===== src/rtl/buf_capture_ctrl_if.sv =====
// Capture buffer write port: data, address, write strobe and full flag.
// The controller drives the master side; the buffer sits on the slave side.
interface buf_capture_ctrl_if #(
    parameter int DW  = 8,
    parameter int AWW = 8
);
    logic [DW-1:0]  wdata;
    logic [AWW-1:0] waddr;
    logic           wen;
    logic           buf_full;

    modport master (output wdata, waddr, wen, input buf_full);
    modport slave  (input wdata, waddr, wen, output buf_full);
endinterface


===== src/rtl/buf_capture_ctrl.sv =====
// Capture write-side controller: arm, trigger, delay, decimated capture.
// Optional CAPTURE_TSTAMP_EN adds a trigger timestamp output.
module buf_capture_ctrl #(
    parameter int DW   = 8,
    parameter int AWW  = 8,
    parameter int DECW = 16,
    parameter int DLYW = 16
) (
    input  logic            clk,
    input  logic            resetn,
    input  logic            arm,
    input  logic            abort,
    input  logic            trig_in,
    input  logic            sw_trig,
    input  logic [DW-1:0]   din,
    input  logic            din_valid,
    input  logic [DECW-1:0] decim,
    input  logic [DLYW-1:0] delay,
    input  logic [AWW:0]    length,
    buf_capture_ctrl_if.master wr,
    output logic            busy,
    output logic            done,
    output logic            ovf,
    output logic [2:0]      state
`ifdef CAPTURE_TSTAMP_EN
    ,
    output logic [31:0]     trig_tstamp
`endif
);

    typedef enum logic [2:0] {
        S_IDLE  = 3'd0,
        S_ARMED = 3'd1,
        S_DELAY = 3'd2,
        S_CAP   = 3'd3,
        S_DONE  = 3'd4
    } state_e;

    localparam logic [AWW:0]    CNT_ONE = 1;
    localparam logic [DLYW-1:0] DLY_ONE = 1;
    localparam logic [DECW-1:0] DEC_ONE = 1;

    state_e          state_q, state_d;
    logic            trig_q;
    logic [DECW-1:0] dec_q, dec_d, decim_q, decim_d;
    logic [DLYW-1:0] dly_q, dly_d, delay_q, delay_d;
    logic [AWW:0]    cnt_q, cnt_d, len_q, len_d;
    logic [DW-1:0]   wdata_q, wdata_d;
    logic [AWW-1:0]  waddr_q, waddr_d;
    logic            wen_q, wen_d;
    logic            busy_q, busy_d;
    logic            done_q, done_d;
    logic            ovf_q, ovf_d;
    logic            trig;
    logic [AWW:0]    len_eff;

    assign trig    = (trig_in & ~trig_q) | sw_trig;
    assign len_eff = (len_q == '0) ? {1'b1, {AWW{1'b0}}} : len_q;

    always_comb begin
        state_d = state_q;
        dec_d   = dec_q;
        dly_d   = dly_q;
        cnt_d   = cnt_q;
        decim_d = decim_q;
        delay_d = delay_q;
        len_d   = len_q;
        wdata_d = wdata_q;
        waddr_d = waddr_q;
        wen_d   = 1'b0;
        done_d  = done_q;
        ovf_d   = ovf_q;
        if (abort) begin
            state_d = S_IDLE;
        end else begin
            unique case (state_q)
                S_IDLE, S_DONE: begin
                    if (arm) begin
                        state_d = S_ARMED;
                        done_d  = 1'b0;
                        ovf_d   = 1'b0;
                        waddr_d = '0;
                        cnt_d   = '0;
                        dec_d   = '0;
                        dly_d   = '0;
                        decim_d = decim;
                        delay_d = delay;
                        len_d   = length;
                    end
                end
                S_ARMED: begin
                    if (trig)
                        state_d = (delay_q != '0) ? S_DELAY : S_CAP;
                end
                S_DELAY: begin
                    if (din_valid) begin
                        if (dly_q + DLY_ONE == delay_q)
                            state_d = S_CAP;
                        else
                            dly_d = dly_q + DLY_ONE;
                    end
                end
                S_CAP: begin
                    if (din_valid) begin
                        if (dec_q == '0) begin
                            wen_d   = 1'b1;
                            wdata_d = din;
                            waddr_d = cnt_q[AWW-1:0];
                            cnt_d   = cnt_q + CNT_ONE;
                            dec_d   = decim_q;
                            if (cnt_q + CNT_ONE == len_eff) begin
                                state_d = S_DONE;
                                done_d  = 1'b1;
                            end
                        end else begin
                            dec_d = dec_q - DEC_ONE;
                        end
                    end
                    // A full buffer ends capture unless this sample completed it.
                    if (wr.buf_full && state_d == S_CAP) begin
                        state_d = S_DONE;
                        done_d  = 1'b1;
                        ovf_d   = 1'b1;
                    end
                end
                default: state_d = S_IDLE;
            endcase
        end
        busy_d = (state_d == S_ARMED) || (state_d == S_DELAY) ||
                 (state_d == S_CAP);
    end

    always_ff @(posedge clk or negedge resetn) begin
        if (!resetn) begin
            state_q <= S_IDLE;
            trig_q  <= 1'b0;
            dec_q   <= '0;
            dly_q   <= '0;
            cnt_q   <= '0;
            decim_q <= '0;
            delay_q <= '0;
            len_q   <= '0;
            wdata_q <= '0;
            waddr_q <= '0;
            wen_q   <= 1'b0;
            busy_q  <= 1'b0;
            done_q  <= 1'b0;
            ovf_q   <= 1'b0;
        end else begin
            state_q <= state_d;
            trig_q  <= trig_in;
            dec_q   <= dec_d;
            dly_q   <= dly_d;
            cnt_q   <= cnt_d;
            decim_q <= decim_d;
            delay_q <= delay_d;
            len_q   <= len_d;
            wdata_q <= wdata_d;
            waddr_q <= waddr_d;
            wen_q   <= wen_d;
            busy_q  <= busy_d;
            done_q  <= done_d;
            ovf_q   <= ovf_d;
        end
    end

    assign wr.wdata = wdata_q;
    assign wr.waddr = waddr_q;
    assign wr.wen   = wen_q;
    assign busy     = busy_q;
    assign done     = done_q;
    assign ovf      = ovf_q;
    assign state    = state_q;

`ifdef CAPTURE_TSTAMP_EN
    logic [31:0] ts_q, tstamp_q;

    always_ff @(posedge clk or negedge resetn) begin
        if (!resetn) begin
            ts_q     <= '0;
            tstamp_q <= '0;
        end else begin
            ts_q <= ts_q + 32'd1;
            if (!abort && state_q == S_ARMED && trig)
                tstamp_q <= ts_q;
        end
    end

    assign trig_tstamp = tstamp_q;
`endif

endmodule


===== src/flat_wrapper.sv =====
// flat-port wrapper written by rule: the top's interface ports become plain ports
module buf_capture_ctrl_flat 
#(
    parameter int DW   = 8,
    parameter int AWW  = 8,
    parameter int DECW = 16,
    parameter int DLYW = 16
)
  (clk, resetn, arm, abort, trig_in, sw_trig, din, din_valid, decim, delay, length, busy, done, ovf, state, wr_wdata, wr_waddr, wr_wen, wr_buf_full);
  buf_capture_ctrl_if #(.DW(DW), .AWW(AWW)) wr_i ();
  input  logic clk;
  input  logic resetn;
  input  logic arm;
  input  logic abort;
  input  logic trig_in;
  input  logic sw_trig;
  input  logic [DW-1:0] din;
  input  logic din_valid;
  input  logic [DECW-1:0] decim;
  input  logic [DLYW-1:0] delay;
  input  logic [AWW:0] length;
  output logic busy;
  output logic done;
  output logic ovf;
  output logic [2:0] state;
  output wire logic [$bits(wr_i.wdata)-1:0] wr_wdata;
  output wire logic [$bits(wr_i.waddr)-1:0] wr_waddr;
  output wire logic [$bits(wr_i.wen)-1:0] wr_wen;
  input wire logic [$bits(wr_i.buf_full)-1:0] wr_buf_full;
  assign wr_wdata = wr_i.wdata;
  assign wr_waddr = wr_i.waddr;
  assign wr_wen = wr_i.wen;
  assign wr_i.buf_full = wr_buf_full;
  buf_capture_ctrl #(.DW(DW), .AWW(AWW), .DECW(DECW), .DLYW(DLYW)) u_core (.clk(clk), .resetn(resetn), .arm(arm), .abort(abort), .trig_in(trig_in), .sw_trig(sw_trig), .din(din), .din_valid(din_valid), .decim(decim), .delay(delay), .length(length), .wr(wr_i), .busy(busy), .done(done), .ovf(ovf), .state(state));
endmodule

===== config.mk =====
export PLATFORM = sky130hd
export DESIGN_NAME = buf_capture_ctrl_flat
export DESIGN_NICKNAME = d
export VERILOG_FILES = /design/src/rtl/buf_capture_ctrl_if.sv /design/src/rtl/buf_capture_ctrl.sv /design/src/flat_wrapper.sv
export SDC_FILE = /design/constraint.sdc
export NUM_CORES = 1
export LEC_CHECK = 0
export BUFFER_PORTS_ARGS = -buffer_cell sky130_fd_sc_hd__buf_2
export CORE_MARGIN = 10
export CORE_UTILIZATION = 40
export CTS_CLUSTER_SIZE = 30
export DETAILED_ROUTE_END_ITERATION = 10
export GPL_ROUTABILITY_DRIVEN = 0
export HOLD_SLACK_MARGIN = 0.05
export PLACE_DENSITY_LB_ADDON = 0.12
export SLEW_MARGIN = 20
export SYNTH_ARGS = -nofsm -noshare
export SYNTH_HDL_FRONTEND = slang
export SYNTH_SLANG_ARGS = --single-unit

===== constraint.sdc =====
create_clock -name clk -period 8.8 [get_ports clk]
set_clock_uncertainty 0.2 [all_clocks]
set_input_delay 0.88 -clock clk [delete_from_list [all_inputs] [get_ports clk]]
set_output_delay 0.88 -clock clk [all_outputs]
set_load 0.02 [all_outputs]

==> results.toml, run 1 <==
[synth]
synth_edf_count = 0
syn-instance-count = 595
synth_area_per_cell_um2 = 9.64
synth_cell_types = 67
synth_warnings = 0
async_flop_share_pct = 100
synth.ff_latch_count = 106
synth_top_flop_cell = "sky130_fd_sc_hd__dfrtp_1"
post_synth_instance_area_mm2 = 0.00574
postSynthNetCount = 655
yosysSeqAreaShare_pct = 46.2

[grt]
grt.total_usage_pct = 15.1
grt_pass1_vias = 4714
grt_pass1_wl_um = 24300
overflow = 0
antenna_violations_before_repair = 2
grt_start_max_net_pins = 70

[floorplanning]
std_cell_rows = 43
design.die.area_mm2 = 0.0195
dieHeight_um = 140
start_util_pct = 41.0
core-area_mm2 = 0.0140
floorplan.die.width_um = 140
floorplan.io_pins = 80

[cts]
tritoncts = "done"
ctsHoldBuffers = 0
cts-buffers-inserted = 9
htree_levels = 3
post_cts_buffers = 0
buffer_cell_driving_the_clock_tree_root = "sky130_fd_sc_hd__clkbuf_16"
clock_sink_count = 106
ctsResizeCount = 0
worstSkewPairLatency_ns = 0.36
cts_buffer_depth = 2
cts.clk_slew.worst_paths_ns = 0.07

[routing]
vias_per_inst = 5.64
firstDrtPassIters = 4
route.detailed.wl_per_inst_um = 17.7
via_count = 4716
drt_iter0_markers = 319
detail_route.drc_violations = 0
wl_um = 14800
ant_nets = 0

[worst_setup_path]
crit_slowest_cell = "sky130_fd_sc_hd__o2111a_1"
timing.setup.critical_path_class = "flop to flop"
crit_chain = "ha_1 > nand3_1 > nor4_2 > xnor2_1 > a2111oi_1 > o2111a_1 > or3_1 > o22ai_1"
arrival_time_at_the_worst_endpoint_ns = 4.26
worstSetupStartpointType = "flop"
cp-end-kind = "flop"
cp.buffers_inverters = 0
cpPeakStageDelay_ns = 0.74
worst_ep_required_time_ns = 8.80
worstPathMaxFanout = 19
worst_path_dominant_cell_family = "simple AND/OR/NAND/NOR gates"

[pwr]
power.share.switching_pct = 30.4
p_total_mw = 1.28
power.combinational.fraction_pct = 20.1
power_switching_uw = 389
power_density_mw_per_mm2 = 196
vdd.ir_drop.worst_v = 0.000127
cellLeakagePower_nw = 2.87
internal_power_contribution_uw = 891
seq_power_share_pct = 46.3
power_frac_clock_pct = 33.6

[sta]
layout_worst_path_cycle_share_pct = 48.4
report.final.hold_viol_count = 0
final_max_slew_viol_count = 0
measured_slew_at_the_worst_slew_check_pin_ns = 0.930
slew_headroom_pct = 37.5
final.setup.tns_ns = 0
final_period_minus_worst_setup_slack_ns = 4.26
fmaxAchievable_mhz = 235
setup-violations-final = 0
grt_setup_unrepaired = "no"

[finish]
layout.cells.most_common_list = "sky130_fd_sc_hd__dfrtp_1 (106), sky130_fd_sc_hd__buf_2 (78), sky130_fd_sc_hd__nand2_1 (65)"
drive_above_1_share_pct = 23.7
filler_cell_count = 1355
mostFrequentLayoutCell = "sky130_fd_sc_hd__dfrtp_1"
layout.core_utilization_pct = 46.6
nets = 710
layout.cell_area.non_filler_mm2 = 0.00652
area_delta_synth_final_pct = 13.6
stdcell_count = 836

[worst_hold_path]
hold_path.class = "flop to flop"

[place]
portBuffers = 79
dpl.hpwl_um = 10500
post-place-cells = 819
place_area_mm2 = 0.00620

[flow_run]
drv.max_cap_violation_count = 0

[status]
outcome = "finished clean"
## stage by stage
| stage | worst slack [ns] | hold WS, ns |
|---|---|---|
| 3_5_place_dp | 4.60 | 0.250 |
| 6_report | 4.54 | 0.266 |
| 4_1_cts | 4.61 | 0.268 |
| 3_3_place_gp | 4.77 | 0.245 |
| 2_1_floorplan | 5.82 | 0.252 |
| 5_1_grt | 4.23 | 0.283 |
## registers in the layout, summed over array words and instances (netlist names), 3 cells and up
signal and count:
u_core.len_q 9, u_core.dec_q 16, u_core.decim_q 16, u_core.wr.waddr 8, u_core.dly_q 16, u_core.delay_q 16
u_core.cnt_q 9, u_core.wr.wdata 8, u_core.state 3
## synthesized netlist by cell type, drive strengths merged, types with 9 or more instances
cell	instances	share of area (%)
dfrtp	106	46
nand2	65	4.3
o21ai	57	5.1
nor2	51	3.3
mux2	41	8.0
a21oi	23	2.0
clkbuf	22	1.5
nor3	20	1.8
o31ai	18	2.7
xnor2	17	2.6
buf	16	1.8
nand3	15	1.5
inv	14	0.92
nor4	11	1.3
a22o	9	1.4
o41ai	9	1.5
xor2	9	1.4
## power by group through the flow
stage               clock network (mW)  logic [mW]  registers, mW
global placement                     0       0.254          0.601
CTS                              0.443       0.259          0.594
detailed placement                   0       0.259          0.603
floorplan                            0       0.180          0.592
finish                           0.430       0.257          0.593
global route                     0.462       0.287          0.602
## worst register-to-register path: cells and delay by family, from the launching register on
family	cells	cell delay [ns]
adder cells (fa/ha/maj)	1	0.31
XOR/XNOR	1	0.13
AO/OA/AOI/OAI	3	1.27
flip-flops	1	0.53
AND/OR/NAND/NOR	3	1.68
## path summary, 6_finish.rpt
kind / start / endpoint / slack (ns) / cells past startpoint
worst min register to register: u_core.wr.wdata[7]$_DFFE_PN0P_ / u_core.wr.wdata[7]$_DFFE_PN0P_ / 0.27 / 2
max in group asynchronous: resetn / u_core.cnt_q[5]$_DFFE_PN0P_ / 6.83 / 2
worst min-delay path: u_core.wr.wdata[7]$_DFFE_PN0P_ / u_core.wr.wdata[7]$_DFFE_PN0P_ / 0.27 / 2
worst max register to register: u_core.dly_q[0]$_DFFE_PN0P_ / u_core.dly_q[12]$_DFFE_PN0P_ / 4.54 / 8
worst max-delay path: u_core.dly_q[0]$_DFFE_PN0P_ / u_core.dly_q[12]$_DFFE_PN0P_ / 4.54 / 8
min in group asynchronous: resetn / u_core.delay_q[2]$_DFFE_PN0P_ / 0.29 / 1
## routing by layer
layer	vias up	global-route usage [%]	routed length, um
met4	2	4.84	161
met5	-	0	13
li1	2262	-	-
met3	14	4.42	710
met2	108	24.8	7340
met1	2330	18.5	6570
## kinds of logic (layout without fill, tap and decap cells)
| family | after synthesis | in the layout | synth area share [%] |
|---|---|---|---|
| AOI/OAI and AO/OA | 151 | 151 | 17.4 |
| xor gates and xnor gates | 27 | 27 | 4.36 |
| adders and majority gates | 3 | 3 | 0.655 |
| buffers and inverters | 52 | 112 | 4.19 |
| DFF | 106 | 106 | 46.2 |
| muxes | 43 | 43 | 8.40 |
| other | 0 | 1 | 0 |
| and+or+nand+nor | 213 | 213 | 18.7 |
## layout make-up
| class | count | area, um2 | share of cell area, % |
|---|---|---|---|
| multi-input combinational | 437 | 2850 | 43.7 |
| sequential | 106 | 2650 | 40.7 |
| timing repair buffer | 82 | 420 | 6.45 |
| clock buffer | 10 | 239 | 3.67 |
| tap | 180 | 225 | 3.46 |
| clock inverter | 6 | 73.8 | 1.13 |
| inverter | 14 | 52.6 | 0.806 |
| antenna | 1 | 2.50 | 0.0384 |
Power figures use the tool's default switching activity.
==> inputs of run 2 (changes only) <==
- ABC_AREA: unset -> 1
- clock period: 8.8 -> 3.77 ns (I/O delays scaled with it)
==> results.toml, run 2 <==
[pwr]
cellLeakagePower_nw = 3.39
power_density_mw_per_mm2 = 405
p_total_mw = 2.84
vdd.ir_drop.worst_v = 0.000227

[finish]
area_delta_synth_final_pct = 23.3
mostFrequentLayoutCell = "sky130_fd_sc_hd__nand2_1"
layout.cells.most_common_list = "sky130_fd_sc_hd__nand2_1 (233), sky130_fd_sc_hd__dfrtp_1 (106), sky130_fd_sc_hd__inv_1 (85)"
drive_above_1_share_pct = 17.9
antenna-diode-count = 0
nets = 916

[worst_setup_path]
timing.setup.critical_path_class = "primary input to flop"
crit_chain = "dlygate4sd3_1 > buf_2 > inv_1 > nand3_1 > buf_4 > nand2_1 > o21ai_2 > inv_2 > nand2_2 > or2_1 > o221ai_1"
cpPeakStageDelay_ns = 0.64
worstPathMaxFanout = 20
worstSetupStartpointType = "primary input"
crit_slowest_cell = "sky130_fd_sc_hd__or2_1"
worst_path_dominant_cell_family = "buffers and inverters"
arrival_time_at_the_worst_endpoint_ns = 3.00
cp-end-kind = "flop"
worst_ep_required_time_ns = 3.76
cp.buffers_inverters = 5

[cts]
cts-buffers-inserted = 9
htree_levels = 3
clock_sink_count = 106
cts_buffer_depth = 2
worstSkewPairLatency_ns = 0.36
buffer_cell_driving_the_clock_tree_root = "sky130_fd_sc_hd__clkbuf_16"
ctsResizeCount = 0
post_cts_buffers = 0
cts.clk_slew.worst_paths_ns = 0.07
tritoncts = "done"

[synth]
synth.most_common_cell = "sky130_fd_sc_hd__nand2_1"
post_synth_instance_area_mm2 = 0.00569
netlist.top_cell.by_area = "sky130_fd_sc_hd__dfrtp_1"
netlist_top_cells_count = "sky130_fd_sc_hd__nand2_1 (233), sky130_fd_sc_hd__dfrtp_1 (106), sky130_fd_sc_hd__inv_1 (86)"
syn-instance-count = 730
async_flop_share_pct = 100
synth_top_flop_cell = "sky130_fd_sc_hd__dfrtp_1"
postSynthNetCount = 790
synth_warnings = 0
synth.ff_latch_count = 106
synthDominantCellAreaShare_pct = 46.6
synth_cell_types = 37
synth_area_per_cell_um2 = 7.79
synth_area_leaders = "sky130_fd_sc_hd__dfrtp_1 (47%), sky130_fd_sc_hd__nand2_1 (15%), sky130_fd_sc_hd__inv_1 (5.7%)"
synth_edf_count = 0
yosysSeqAreaShare_pct = 46.6

[flow_run]
drv.max_cap_violation_count = 0

[grt]
antenna_violations_before_repair = 0
grt.total_usage_pct = 16.1
grt_start_max_net_pins = 65
grt_pass1_vias = 5120
grt_pass1_wl_um = 25800
overflow = 0

[floorplanning]
core-area_mm2 = 0.0139
design.die.area_mm2 = 0.0194
std_cell_rows = 43
start_util_pct = 41.0
floorplan.die.width_um = 139
floorplan.io_pins = 80
dieHeight_um = 139

[sta]
fmaxAchievable_mhz = 332
final.setup.tns_ns = 0
measured_slew_at_the_worst_slew_check_pin_ns = 0.841
report.final.hold_viol_count = 0
final_max_slew_viol_count = 0
slew_headroom_pct = 44.0
layout_worst_path_cycle_share_pct = 79.9
final_period_minus_worst_setup_slack_ns = 3.01
grt_setup_unrepaired = "no"
setup-violations-final = 0

[routing]
drt_iter0_markers = 429
firstDrtPassIters = 5
via_count = 5175
route.detailed.wl_per_inst_um = 15.0
wl_um = 15600
vias_per_inst = 4.98
ant_nets = 0
detail_route.drc_violations = 0

[place]
dpl.hpwl_um = 11300
portBuffers = 79

[worst_hold_path]
hold_path.class = "primary input to flop"

[status]
outcome = "finished clean"
[run 2: worst register-to-register path: cells and delay by family (launching register included)]
family / cells / cell delay [ns]
buffers and inverters: 2 / 0.45
AOI/OAI and AO/OA: 2 / 0.41
and+or+nand+nor: 5 / 1.09
DFF: 1 / 0.46
[run 2: cell families after synthesis]
logic type,share of synthesized area (%)
and+or+nand+nor,30.8
buffers and inverters,7.77
DFF,46.6
AOI/OAI and AO/OA,11.5
xor gates and xnor gates,2.62
adders and majority gates,0.660
[run 2: timing repair]
action / 4_1_cts / 5_1_grt
endpoints found under the setup margin: 0 / 0
hold buffers: 45 / 1
endpoints found under the hold margin: 106 / 1
[run 2: cell type report]
| type | instances | area (um2) |
|---|---|---|
| tap | 180 | 225 |
| multi-input combinational | 518 | 2590 |
| inverter | 89 | 334 |
| clock buffer | 10 | 229 |
| fill | 1353 | 6870 |
| timing repair buffer | 132 | 911 |
| sequential | 106 | 2650 |
| clock inverter | 5 | 65.1 |
[run 2: worst paths after layout]
path | endpoint | cells past startpoint | start | slack (ns)
worst max-delay path | u_core.dec_q[13]$_DFFE_PN0P_ | 11 | abort | 0.76
worst min-delay path | u_core.delay_q[8]$_DFFE_PN0P_ | 3 | delay[8] | 0.06
worst max register to register | u_core.dec_q[13]$_DFFE_PN0P_ | 9 | u_core.state[0]$_DFF_PN0_ | 0.99
worst min register to register | u_core.wr.wdata[1]$_DFFE_PN0P_ | 2 | u_core.wr.wdata[1]$_DFFE_PN0P_ | 0.28
max in group asynchronous | u_core.decim_q[9]$_DFFE_PN0P_ | 3 | resetn | 2.06
min in group asynchronous | u_core.wr.waddr[5]$_DFFE_PN0P_ | 2 | resetn | 0.47
[run 2: through the flow]
step | hold slack (ns) | instance area [um2] | std cells | worst slack (ns) | util [%]
floorplan | -0.119 | 5690 | 730 | 1.61 | -
global placement | 0.259 | 6260 | 979 | 1.08 | 45.1
detailed placement | 0.261 | 6260 | 979 | 0.946 | 45.1
CTS | 0.0505 | 7000 | 1039 | 0.757 | 50.4
global route | 0.0639 | 7010 | 1040 | 0.580 | 50.5
finish | 0.0626 | 7010 | 1040 | 0.758 | 50.5
[run 2: report_power, final]
group | total, mW | switching (mW) | internal, mW
clock network | 0.961 | 0.443 | 0.518
logic | 0.551 | 0.340 | 0.211
registers | 1.33 | 0.0805 | 1.25
[run 2: routing by layer]
| metal | part of all wire [%] | vias up | global-route usage [%] | routed length, um |
|---|---|---|---|---|
| li1 | - | 2611 | - | - |
| met4 | 1.4 | 0 | 4.39 | 218 |
| met5 | 0 | - | 0 | 0 |
| met2 | 48 | 112 | 27.1 | 7490 |
| met1 | 46 | 2432 | 19.8 | 7200 |
| met3 | 4.6 | 20 | 4.42 | 715 |
==> inputs of run 3 (changes only) <==
- ABC_AREA: 1 -> 0
- clock period: 3.77 -> 2.4 ns (I/O delays scaled with it)
==> results.toml, run 3 (same netlist as run 1, synthesis figures left out) <==
[pwr]
cellLeakagePower_nw = 3.83
vdd.ir_drop.worst_v = 0.000538
power_density_mw_per_mm2 = 602

[cts]
buffer_cell_driving_the_clock_tree_root = "sky130_fd_sc_hd__clkbuf_16"
worstSkewPairLatency_ns = 0.36
cts.clk_slew.worst_paths_ns = 0.07
cts_buffer_depth = 2
cts-buffers-inserted = 9
tritoncts = "done"
htree_levels = 3
clock_sink_count = 106

[floorplanning]
start_util_pct = 41.0
dieHeight_um = 140
floorplan.die.width_um = 140
core-area_mm2 = 0.0140
floorplan.io_pins = 80
std_cell_rows = 43
design.die.area_mm2 = 0.0195

[routing]
route.detailed.wl_per_inst_um = 16.5
ant_nets = 0
vias_per_inst = 5.30
via_count = 5345
detail_route.drc_violations = 0
firstDrtPassIters = 5
wl_um = 16600
drt_iter0_markers = 283

[flow_run]
drv.max_cap_violation_count = 0

[place]
dpl.hpwl_um = 11800
place_worst_setup_slack_ns = -0.403
portBuffers = 79
post-place-cells = 929

[worst_setup_path]
worstSetupStartpointType = "flop"
cp.buffers_inverters = 2
crit_chain = "buf_6 > nand4_4 > or4_4 > xnor2_4 > a2111oi_4 > o2111a_2 > or3_4 > buf_8 > o41ai_2"
arrival_time_at_the_worst_endpoint_ns = 2.70
cp-end-kind = "flop"
worst_path_dominant_cell_family = "simple AND/OR/NAND/NOR gates"
worst_ep_required_time_ns = 2.46
crit_slowest_cell = "sky130_fd_sc_hd__or4_4"
worstPathMaxFanout = 8
cpPeakStageDelay_ns = 0.59
timing.setup.critical_path_class = "flop to flop"

[finish]
stdcell_count = 1008
ff_latch_area_mm2 = 0.00266
mostFrequentLayoutCell = "sky130_fd_sc_hd__buf_4"
area_delta_synth_final_pct = 45.9
drive_above_1_share_pct = 38.5
nets = 883
layout.cells.most_common_list = "sky130_fd_sc_hd__buf_4 (111), sky130_fd_sc_hd__dfrtp_1 (100), sky130_fd_sc_hd__buf_2 (78)"
multiInputGateArea_mm2 = 0.00316
antenna-diode-count = 0
filler_cell_count = 1214

[status]
failing_checks = "setup timing"
outcome = "complete, but fails checks"

[sta]
slew_headroom_pct = 60.7
post_route_worst_setup_slack_ns = -0.241
final_max_slew_viol_count = 0
fmaxAchievable_mhz = 379
grt_setup_unrepaired = "yes"
hold_slack_ns = 0.0961
setup-violations-final = 18
layout_worst_path_cycle_share_pct = 110
report.final.hold_viol_count = 0
measured_slew_at_the_worst_slew_check_pin_ns = 0.590
final_period_minus_worst_setup_slack_ns = 2.64

[grt]
grt_start_max_net_pins = 107
grt_pass1_wl_um = 28000
overflow = 0
antenna_violations_before_repair = 0
grt.total_usage_pct = 17.1
grt_pass1_vias = 5626

[worst_hold_path]
hold_path.class = "primary input to flop"
==> run 3: cell types whose count changed in the layout (fill, tap and decap cells not counted), moves of 9 or more <==
cell | previous run | this run
sky130_fd_sc_hd__buf_4 | 8 | 111
sky130_fd_sc_hd__nand3_1 | 51 | 9
sky130_fd_sc_hd__o22ai_1 | 13 | 4
sky130_fd_sc_hd__o31ai_1 | 0 | 13
sky130_fd_sc_hd__mux2_2 | 0 | 40
sky130_fd_sc_hd__o21ai_2 | 17 | 2
sky130_fd_sc_hd__inv_1 | 85 | 13
sky130_fd_sc_hd__o221ai_1 | 12 | 0
sky130_fd_sc_hd__nor3_1 | 3 | 17
sky130_fd_sc_hd__o21ai_0 | 40 | 50
sky130_fd_sc_hd__nand2_2 | 19 | 1
sky130_fd_sc_hd__nand2_1 | 233 | 64
sky130_fd_sc_hd__a21oi_1 | 6 | 22
==> run 3: where the power goes <==
part           switching [mW]  total (mW)  internal, mW  leakage, nW
registers               0.152        2.14          1.98         1.37
logic                   0.674        1.37         0.700         2.31
clock network           0.683        1.53         0.846        0.148
==> run 3: area by class of cell <==
type	count	area share, %
clock buffer	11	2.90
clock inverter	5	0.747
inverter	14	0.628
multi-input combinational	437	37.8
sequential	106	31.8
tap	180	2.69
timing repair buffer	255	23.5
==> run 3: path summary, 6_finish.rpt <==
check,from,end,slack (ns),depth (start not counted)
setup reg to reg,u_core.dly_q[1]$_DFFE_PN0P_,u_core.dly_q[15]$_DFFE_PN0P_,-0.24,9
min in group asynchronous,resetn,u_core.delay_q[2]$_DFFE_PN0P_,0.29,3
hold reg to reg,u_core.wr.wdata[3]$_DFFE_PN0P_,u_core.wr.wdata[3]$_DFFE_PN0P_,0.26,2
hold / removal,abort,u_core.state[2]$_DFF_PN0_,0.1,3
setup / recovery,u_core.dly_q[1]$_DFFE_PN0P_,u_core.dly_q[15]$_DFFE_PN0P_,-0.24,9
max in group asynchronous,resetn,u_core.cnt_q[5]$_DFFE_PN0P_,1.24,3
==> run 3: what timing repair did <==
item	in CTS	in global routing
resized for setup	29	30
endpoints found under the setup margin	21	39
pin swaps	4	11
hold buffers	53	0
gates cloned	0	0
endpoints found under the hold margin	159	0
setup buffers	4	6
==> run 3: per-stage QoR <==
stage | instance area (um2) | power (mW) | utilization, % | TNS (ns)
6_report | 8370 | 5.04 | 59.8 | -3.70
2_1_floorplan | 5870 | 2.86 | - | -5.44
3_3_place_gp | 7190 | 3.37 | 51.4 | -4.55
4_1_cts | 8180 | 5.02 | 58.5 | -3.47
5_1_grt | 8370 | 5.32 | 59.8 | -5.74
3_5_place_dp | 7190 | 3.40 | 51.4 | -5.53
==> run 3: per-layer routing <==
layer	up-vias	wire length (um)	GRT usage (%)
li1	2611	-	-
met1	2626	7110	20.1
met2	89	8640	29.9
met3	19	585	3.88
met4	0	318	5.43
met5	-	0	0
==> run 3: worst register-to-register path, delay by kind of cell, from the launching register on <==
family	cells	cell delay [ns]
XOR/XNOR	1	0.17
buffers and inverters	2	0.28
flip-flops	1	0.37
AO/OA/AOI/OAI	3	0.43
AND/OR/NAND/NOR	3	1.08
